`src/rtl/count_monitor.sv`:
```
// Deglitching monitor for a 3-bit asynchronous ripple down counter: synchronises,
// filters ripple transients, checks the decrement sequence and drives a 7-segment display.
module count_monitor #(
    parameter int unsigned SYNC_STAGES = 2,
    parameter int unsigned STABLE_CYC  = 3,
    parameter int unsigned WRAP_W      = 8
) (
    input  logic              clk,
    input  logic              rst,
    input  logic [2:0]        count_in,
    input  logic              clear,
    output logic [2:0]        value,
    output logic [6:0]        seg,
    output logic              step,
    output logic              wrap,
    output logic [WRAP_W-1:0] wrap_cnt,
    output logic              err
);

    typedef enum logic [1:0] {StIdle, StTrack, StFault} state_e;

    localparam logic [3:0] StabMax = 4'(STABLE_CYC - 1);

    state_e                      state_q;
    logic [SYNC_STAGES-1:0][2:0] sync_q;
    logic [SYNC_STAGES-1:0]      vld_q;
    logic [2:0]                  s;
    logic [2:0]                  s_prev_q;
    logic                        s_prev_vld_q;
    logic [3:0]                  stab_q;
    logic [3:0]                  stab_d;
    logic                        s_vld;
    logic                        changed;
    logic                        accept;

    function automatic logic [6:0] seg_of(input logic [2:0] v);
        logic [6:0] r;
        unique case (v)
            3'd0:    r = 7'b0111111;
            3'd1:    r = 7'b0000110;
            3'd2:    r = 7'b1011011;
            3'd3:    r = 7'b1001111;
            3'd4:    r = 7'b1100110;
            3'd5:    r = 7'b1101101;
            3'd6:    r = 7'b1111101;
            default: r = 7'b0000111;
        endcase
        return r;
    endfunction

    assign s     = sync_q[SYNC_STAGES-1];
    assign s_vld = vld_q[SYNC_STAGES-1];

    // Zeros left in the synchroniser by reset must not look like a stable sample,
    // so a valid bit travels alongside and the first valid sample counts as a change.
    always_comb begin
        changed = !s_prev_vld_q || (s != s_prev_q);
        if (!s_vld || changed) begin
            stab_d = 4'd0;
        end else if (stab_q == StabMax) begin
            stab_d = stab_q;
        end else begin
            stab_d = stab_q + 4'd1;
        end
        accept = s_vld && (stab_d == StabMax) && (changed || (stab_q != StabMax));
    end

    always_ff @(posedge clk) begin
        if (rst) begin
            sync_q       <= '0;
            vld_q        <= '0;
            s_prev_q     <= 3'd0;
            s_prev_vld_q <= 1'b0;
            stab_q       <= 4'd0;
            state_q      <= StIdle;
            value        <= 3'd0;
            seg          <= 7'd0;
            step         <= 1'b0;
            wrap         <= 1'b0;
            wrap_cnt     <= '0;
            err          <= 1'b0;
        end else begin
            sync_q       <= {sync_q[SYNC_STAGES-2:0], count_in};
            vld_q        <= {vld_q[SYNC_STAGES-2:0], 1'b1};
            s_prev_q     <= s;
            s_prev_vld_q <= s_vld;
            step         <= 1'b0;
            wrap         <= 1'b0;
            if (clear) begin
                state_q  <= StIdle;
                stab_q   <= 4'd0;
                wrap_cnt <= '0;
                err      <= 1'b0;
            end else begin
                stab_q <= stab_d;
                if (accept) begin
                    unique case (state_q)
                        StIdle: begin
                            value   <= s;
                            seg     <= seg_of(s);
                            state_q <= StTrack;
                        end
                        StTrack: begin
                            if (s == value) begin
                                // Same count re-accepted: nothing to do.
                            end else if (s == value - 3'd1) begin
                                value <= s;
                                seg   <= seg_of(s);
                                step  <= 1'b1;
                                if (value == 3'd0) begin
                                    wrap <= 1'b1;
                                    if (wrap_cnt != '1) begin
                                        wrap_cnt <= wrap_cnt + WRAP_W'(1);
                                    end
                                end
                            end else begin
                                value   <= s;
                                seg     <= seg_of(s);
                                err     <= 1'b1;
                                state_q <= StFault;
                            end
                        end
                        default: begin
                            value <= s;
                            seg   <= seg_of(s);
                        end
                    endcase
                end
            end
        end
    end

endmodule

```
`config.mk`:
```
export PLATFORM = sky130hd
export DESIGN_NAME = count_monitor
export DESIGN_NICKNAME = d
export VERILOG_FILES = /design/src/rtl/count_monitor.sv
export SDC_FILE = /design/constraint.sdc
export NUM_CORES = 1
export LEC_CHECK = 0
export CAP_MARGIN = 20
export CORE_MARGIN = 5
export CORE_UTILIZATION = 48
export CTS_CLUSTER_SIZE = 16
export DETAILED_ROUTE_END_ITERATION = 10
export PLACE_DENSITY = 0.72
export RECOVER_POWER = 100
export SETUP_SLACK_MARGIN = 0.5
export SLEW_MARGIN = 40
export SYNTH_ARGS = -nofsm -noshare
export SYNTH_HDL_FRONTEND = slang
export SYNTH_SLANG_ARGS = --single-unit
```
`constraint.sdc`:
```
create_clock -name clk -period 2.53 [get_ports clk]
set_input_delay 0.3795 -clock clk [delete_from_list [all_inputs] [get_ports clk]]
set_output_delay 0.3795 -clock clk [all_outputs]
set_load 0.01 [all_outputs]
```
---- Word-level counts from Yosys, hierarchy flattened ----
Index checks and enable logic that the tools add are counted.
cells by class
  $add $sub $neg .......................... 3
  equal/unequal tests ..................... 16
  multiplexer cells ....................... 13
  bitwise gates (word level) .............. 5
  reduce and logical (&&, ||, !) cells .... 18
operator list
  operator                                              count
  case mux 7 bit (7 select lines)                       1
  2-to-1 mux 7 bit                                      2
  equality test 3 bit (second input constant)           3
  adder 8 x 1 -> 8 bit (second input constant)          1
  equality test 4 x 2 -> 1 bit (second input constant)  2
  2-to-1 mux 4 bit                                      2
  != test 8 bit (second input constant)                 1
  AND reduction 4 bit                                   2
  equality test 3 x 2 -> 1 bit (second input constant)  2
  equality test 3 bit                                   2
  zero test 3 bit                                       2
  2-to-1 mux 3 bit                                      2
  AND reduction 6 bit                                   1
  OR reduction 6 bit                                    1
  inverter 1 bit                                        5
  OR reduction 5 bit                                    1
  adder 4 x 1 -> 4 bit (second input constant)          1
  2-to-1 mux 2 bit                                      2
  != test 2 bit (second input constant)                 2
  != test 4 x 2 -> 1 bit (second input constant)        1
  case mux 2 bit (2 select lines)                       1
  equality test 3 x 1 -> 1 bit (second input constant)  1
  logical OR 1 bit                                      3
  2-to-1 mux 1 bit                                      3
  9 further kinds                                       11
word-level totals
  register bits after elaboration ......... 39
  bits of input ports ..................... 6
  output and inout bits ................... 21
  logic and storage cells ................. 69

---- Logic depth before layout (Yosys ltp) ----
  word-level depth ........................ 9
  depth in mapped cells ................... 9
  mapped depth without buffers ............ 7

---- Worst setup path after synthesis ----
No wires, ideal clock.
  path kind ............................... register to register
  start ................................... register value[0]
  end ..................................... register wrap_cnt[4]
  setup time .............................. 0.070 ns
  data arrival time ....................... 2.025 ns
  data required time ...................... 2.460 ns
  setup slack ............................. 0.435 ns
  stages on the path, launching flop included .. 9
  path buffers ............................ 1
  clock period less this slack ............ 2.095 ns
  cells stage by stage .................... dfxtp_1 > inv_1 > ha_1 > xor2_1 > and3_1 > buf_2 > o2111ai_1 > or4_1 > a21oi_1
between the ends
  word-level cells in the longest chain between the ends .. 3
  elaborated cells between the ends (all ways) .. 6
  classes of those cells .................. add/sub: 1; eq/ne: 2; bitwise: 1; reduce/logical: 2
RTL lines
  what                                                              RTL line  text
  from (decl)                                                       12        output logic [2:0] value,
  from (signal assigned)                                            99        value <= s;
  from (signal assigned)                                            107       value <= s;
  from (signal assigned)                                            117       value <= s;
  subtractor 3 x 1 -> 3 bit or equality test 3 bit (tied branches)  106, 104
  equality test 3 bit or inverter 1 bit (tied branches)             --
  AND reduction 6 bit (no source line) (*)                          --
  to (signal assigned)                                              113       wrap_cnt <= wrap_cnt + WRAP_W'(1);
  to (decl)                                                         16        output logic [WRAP_W-1:0] wrap_cnt,
Every way passes the cells marked *; elsewhere a longest branch is shown, timed or not.
A chain may end at the register's enable or synchronous reset.

---- Final worst setup path ----
  start ................................... register stab_q[0]
  end ..................................... register seg[3]
between the ends
  word-level cells in the longest chain between the ends .. 7
  elaborated cells between the ends (all ways) .. 10
  classes of those cells .................. add/sub: 1; eq/ne: 3; mux: 2; reduce/logical: 4
RTL lines
  what                                                                  RTL line  text
  from (decl)                                                           30        logic [3:0] stab_q;
  from (signal assigned)                                                95        stab_q <= stab_d;
  adder 4 x 1 -> 4 bit or equality test 4 x 2 -> 1 bit (tied branches)  63, 60
  2-to-1 mux 4 bit                                                      60        end else if (stab_q == StabMax) begin
  2-to-1 mux 4 bit                                                      58        if (!s_vld || changed) begin
  equality test 4 x 2 -> 1 bit                                          65        accept = s_vld && (stab_d == StabMax) && (changed || (stab_q != StabMax));
  logical AND 1 bit                                                     65
  logical AND 1 bit (*)                                                 65
  AND reduction 3 bit (no source line) (*)                              --
  to (signal assigned)                                                  100       seg <= seg_of(s);
  to (signal assigned)                                                  108       seg <= seg_of(s);
  to (signal assigned)                                                  118       seg <= seg_of(s);
  to (decl)                                                             13        output logic [6:0] seg,
Marked as above.

==> metrics.cfg <==
[detailed_routing]
drt_first_pass_iters = 4
drtIter0Drc = 181
wirelength_um = 3871
drc_errors = 0
ant_nets = 0
vias = 1597
wl_per_cell_um = 13.53
via_per_inst = 5.584

[worst_setup_path]
r2r_slack_ps = 400
worst_setup_path_end_kind = register
worstSetupPathDepth = 8
rr_startpoint = stab_q[0]$_SDFF_PP0_
critPathMaxStageDelay_ps = 460
slowest_stage = and4_1
critical_path.max_fanout = 11
worstSetupPathType = reg2reg
r2r_end = seg[3]$_SDFFE_PP0P_
cp.required_ps = 2720
cp_num_buf_inv = 2
start_kind = register
path_delay_family = simple AND/OR/NAND/NOR gates
ff2ff_path_depth = 8
crit_path_cell_trace = inv_1 -> ha_1 -> nor3b_4 -> nor3_1 -> buf_4 -> and4_1 -> nand2_1 -> a31o_2
cp_data_arrival_time_ps = 2330

[outcome]
status = completed

[pwr]
netSwitchingFraction_pct = 23.25
clockPowerShare_pct = 39.7
seqPwrFrac_pct = 55.3
combPwrFrac_pct = 5.0
pwr_density_cell_nw_per_um2 = 480.2
netSwitchingPower_mw = 0.2622
power.internal_mw = 0.8656
power.leakage_nw = 0.8857
peakVddDrop_mv = 0.3124

[layout]
area_growth_pct = 30.35
fin_nets = 248
diodes = 0
final_cell_mix = dfxtp_1 (37), dlygate4sd3_1 (22), a21oi_1 (18)
drive_above_1_share_pct = 15.97
mostFrequentLayoutCell = dfxtp_1

[floorplan]
start_util_pct = 49.21
dieArea_um2 = 5079
chipHeight_um = 71.27
core_um2 = 3661
dieWidth_um = 71.27
ios = 27
num_rows = 22

[min_path]
holdPathStages = 1
min_path_type = reg2reg
hp-start = sync_q[0]$_SDFF_PP0_
min_to = s[0]$_SDFF_PP0_

[timing]
finalHoldViolCount = 0
tightest_slew_ps = 837.2
clock.fmax_mhz = 468.4
fin_worst_skew_ps = 2.329
holdWs_ps = 439.5
finalSetupViolCount = 0
min_period_ps = 2135
drv_slew = 0
finalSetupTns_ps = 0
rsz0062_at_grt = yes
post-route-period-util_pct = 84.38
slew_headroom_pct = 44.18

[global_route]
grt_usage_pct = 15.96
grt_max_degree = 21
grt_pass1_wl_um = 6472
gr-usage-met3_pct = 4.067
grt_util_met1_pct = 20.10
overflow = 0
top_usage_layer = met2
antenna_found_initial = 0
grt_util_met2_pct = 24.90
grt_pass1_vias = 1447

[clock_network]
numCtsBuffers = 5
clock-root-buffer = clkbuf_8
clk_path_buf_depth = 2
hold_buffers = 0
clk_pin_slew_ps = 80
clk_latency_ps = 290
cts.sinks = 39
tritoncts = yes
h-tree-depth = 2

[logic_synthesis]
seq_area_frac_synth_pct = 43.33
syn_area_um2 = 1802
syn_nets = 214
ys_types = 38
syn_inst = 203
yosysWarnings = 0
avgSynthCellArea_um2 = 8.876
ys_ff_latch = 39

[run]
drv_cap = 0

[placed_design]
gp_congestion = 0.9010
place_hpwl_um = 2626
io_buffers = 26

[synth_stat cells (all sizes together)]
| library cell | n | share of area [%] |
|---|---|---|
| dfxtp | 39 | 43 |
| a21oi | 20 | 5.6 |
| nor2b | 14 | 4.9 |
| nand3 | 13 | 3.6 |
| nand2 | 11 | 2.3 |
| nor2 | 10 | 2.1 |
| xor2 | 10 | 4.9 |
| inv | 8 | 1.7 |
| nor3 | 8 | 2.2 |
| o21ai | 7 | 1.9 |
| buf | 6 | 2.2 |
| clkbuf | 6 | 1.2 |
| ha | 5 | 3.5 |
| nor4 | 5 | 2.6 |
| o31ai | 5 | 2.1 |
| nand2b | 4 | 1.4 |
| or3 | 4 | 1.4 |
| or4 | 4 | 1.7 |
| a211oi | 2 | 0.83 |
| a311oi | 2 | 0.97 |
| and3 | 2 | 0.69 |
| and4 | 2 | 0.97 |
| mux2i | 2 | 1.1 |
| nand4 | 2 | 1.0 |
| o21a | 2 | 0.83 |
| or2 | 2 | 0.69 |
| a2111oi | 1 | 0.49 |
| a31o | 1 | 0.49 |
| a31oi | 1 | 0.35 |
| nor3b | 1 | 0.42 |
| o2111ai | 1 | 0.49 |
| o211ai | 1 | 0.42 |
| xnor2 | 1 | 0.49 |
| xnor3 | 1 | 1.2 |
[metrics by stage]
step	setup slack, ps	cells	cell area (um2)	total power, mW	utilization [%]
2_1_floorplan	540.1	203	1815	0.6765	-
3_3_place_gp	413.8	270	2111	0.6945	57.66
3_5_place_dp	363.8	270	2111	0.6951	57.66
4_1_cts	544.4	282	2267	1.138	61.93
5_1_grt	243.3	286	2349	1.173	64.15
6_report	395.1	286	2349	1.128	64.15
[sequential cells by signal (all words and copies together) (netlist names)]
register,count
seg,7
s_prev_q,3
wrap_cnt,8
s_prev_vld_q,1
step,1
value,3
err,1
vld_q,2
sync_q,3
stab_q,4
s,3
wrap,1
state_q,2
[power groups by stage]
stage	sequential, mW	clock [mW]	combinational, mW
floorplan	0.638	0	0.0385
detailed placement	0.640	0	0.0556
finish	0.624	0.448	0.0564
global placement	0.639	0	0.0553
CTS	0.625	0.457	0.0560
global route	0.625	0.486	0.0624
[per-layer routing]
metal / vias to the layer above / part of all wire, %
met5: - / 0
met4: 0 / 2.2
met3: 7 / 6.6
met2: 60 / 48
met1: 744 / 43
li1: 786 / -
[worst max path at each step]
stage                                from                        to
floorplan           value[0]$_SDFFE_PP0P_  wrap_cnt[4]$_SDFFE_PP0P_
global route         stab_q[0]$_SDFF_PP0_       seg[5]$_SDFFE_PP0P_
global placement    value[0]$_SDFFE_PP0P_  wrap_cnt[4]$_SDFFE_PP0P_
detailed placement  value[0]$_SDFFE_PP0P_  wrap_cnt[4]$_SDFFE_PP0P_
finish               stab_q[0]$_SDFF_PP0_       seg[3]$_SDFFE_PP0P_
CTS                  stab_q[0]$_SDFF_PP0_  wrap_cnt[4]$_SDFFE_PP0P_
[cell families (layout without fill, tap and decap cells)]
| kind of cell | count (synthesis) | after routing | synth area share [%] |
|---|---|---|---|
| mux | 2 | 2 | 1.111 |
| compound gates | 43 | 43 | 14.45 |
| simple gates | 82 | 82 | 25.90 |
| flops | 39 | 39 | 43.33 |
| xor+xnor | 12 | 12 | 6.597 |
| fa+ha+maj | 5 | 5 | 3.472 |
| buf+inv | 20 | 55 | 5.139 |
[cell type report]
type / count / area [um2]
clock buffer: 6 / 82.58
clock inverter: 2 / 16.27
fill: 316 / 1313
inverter: 8 / 30.03
multi-input combinational: 144 / 1020
sequential: 39 / 785.8
tap: 48 / 60.06
timing repair buffer: 39 / 354.1
[what timing repair did]
| item | CTS | global route |
|---|---|---|
| pin swaps | 2 | 7 |
| setup buffers | 4 | 4 |
| setup endpoints to repair | 13 | 19 |
| gates resized for setup | 6 | 18 |
Power figures use the tool's default switching activity.
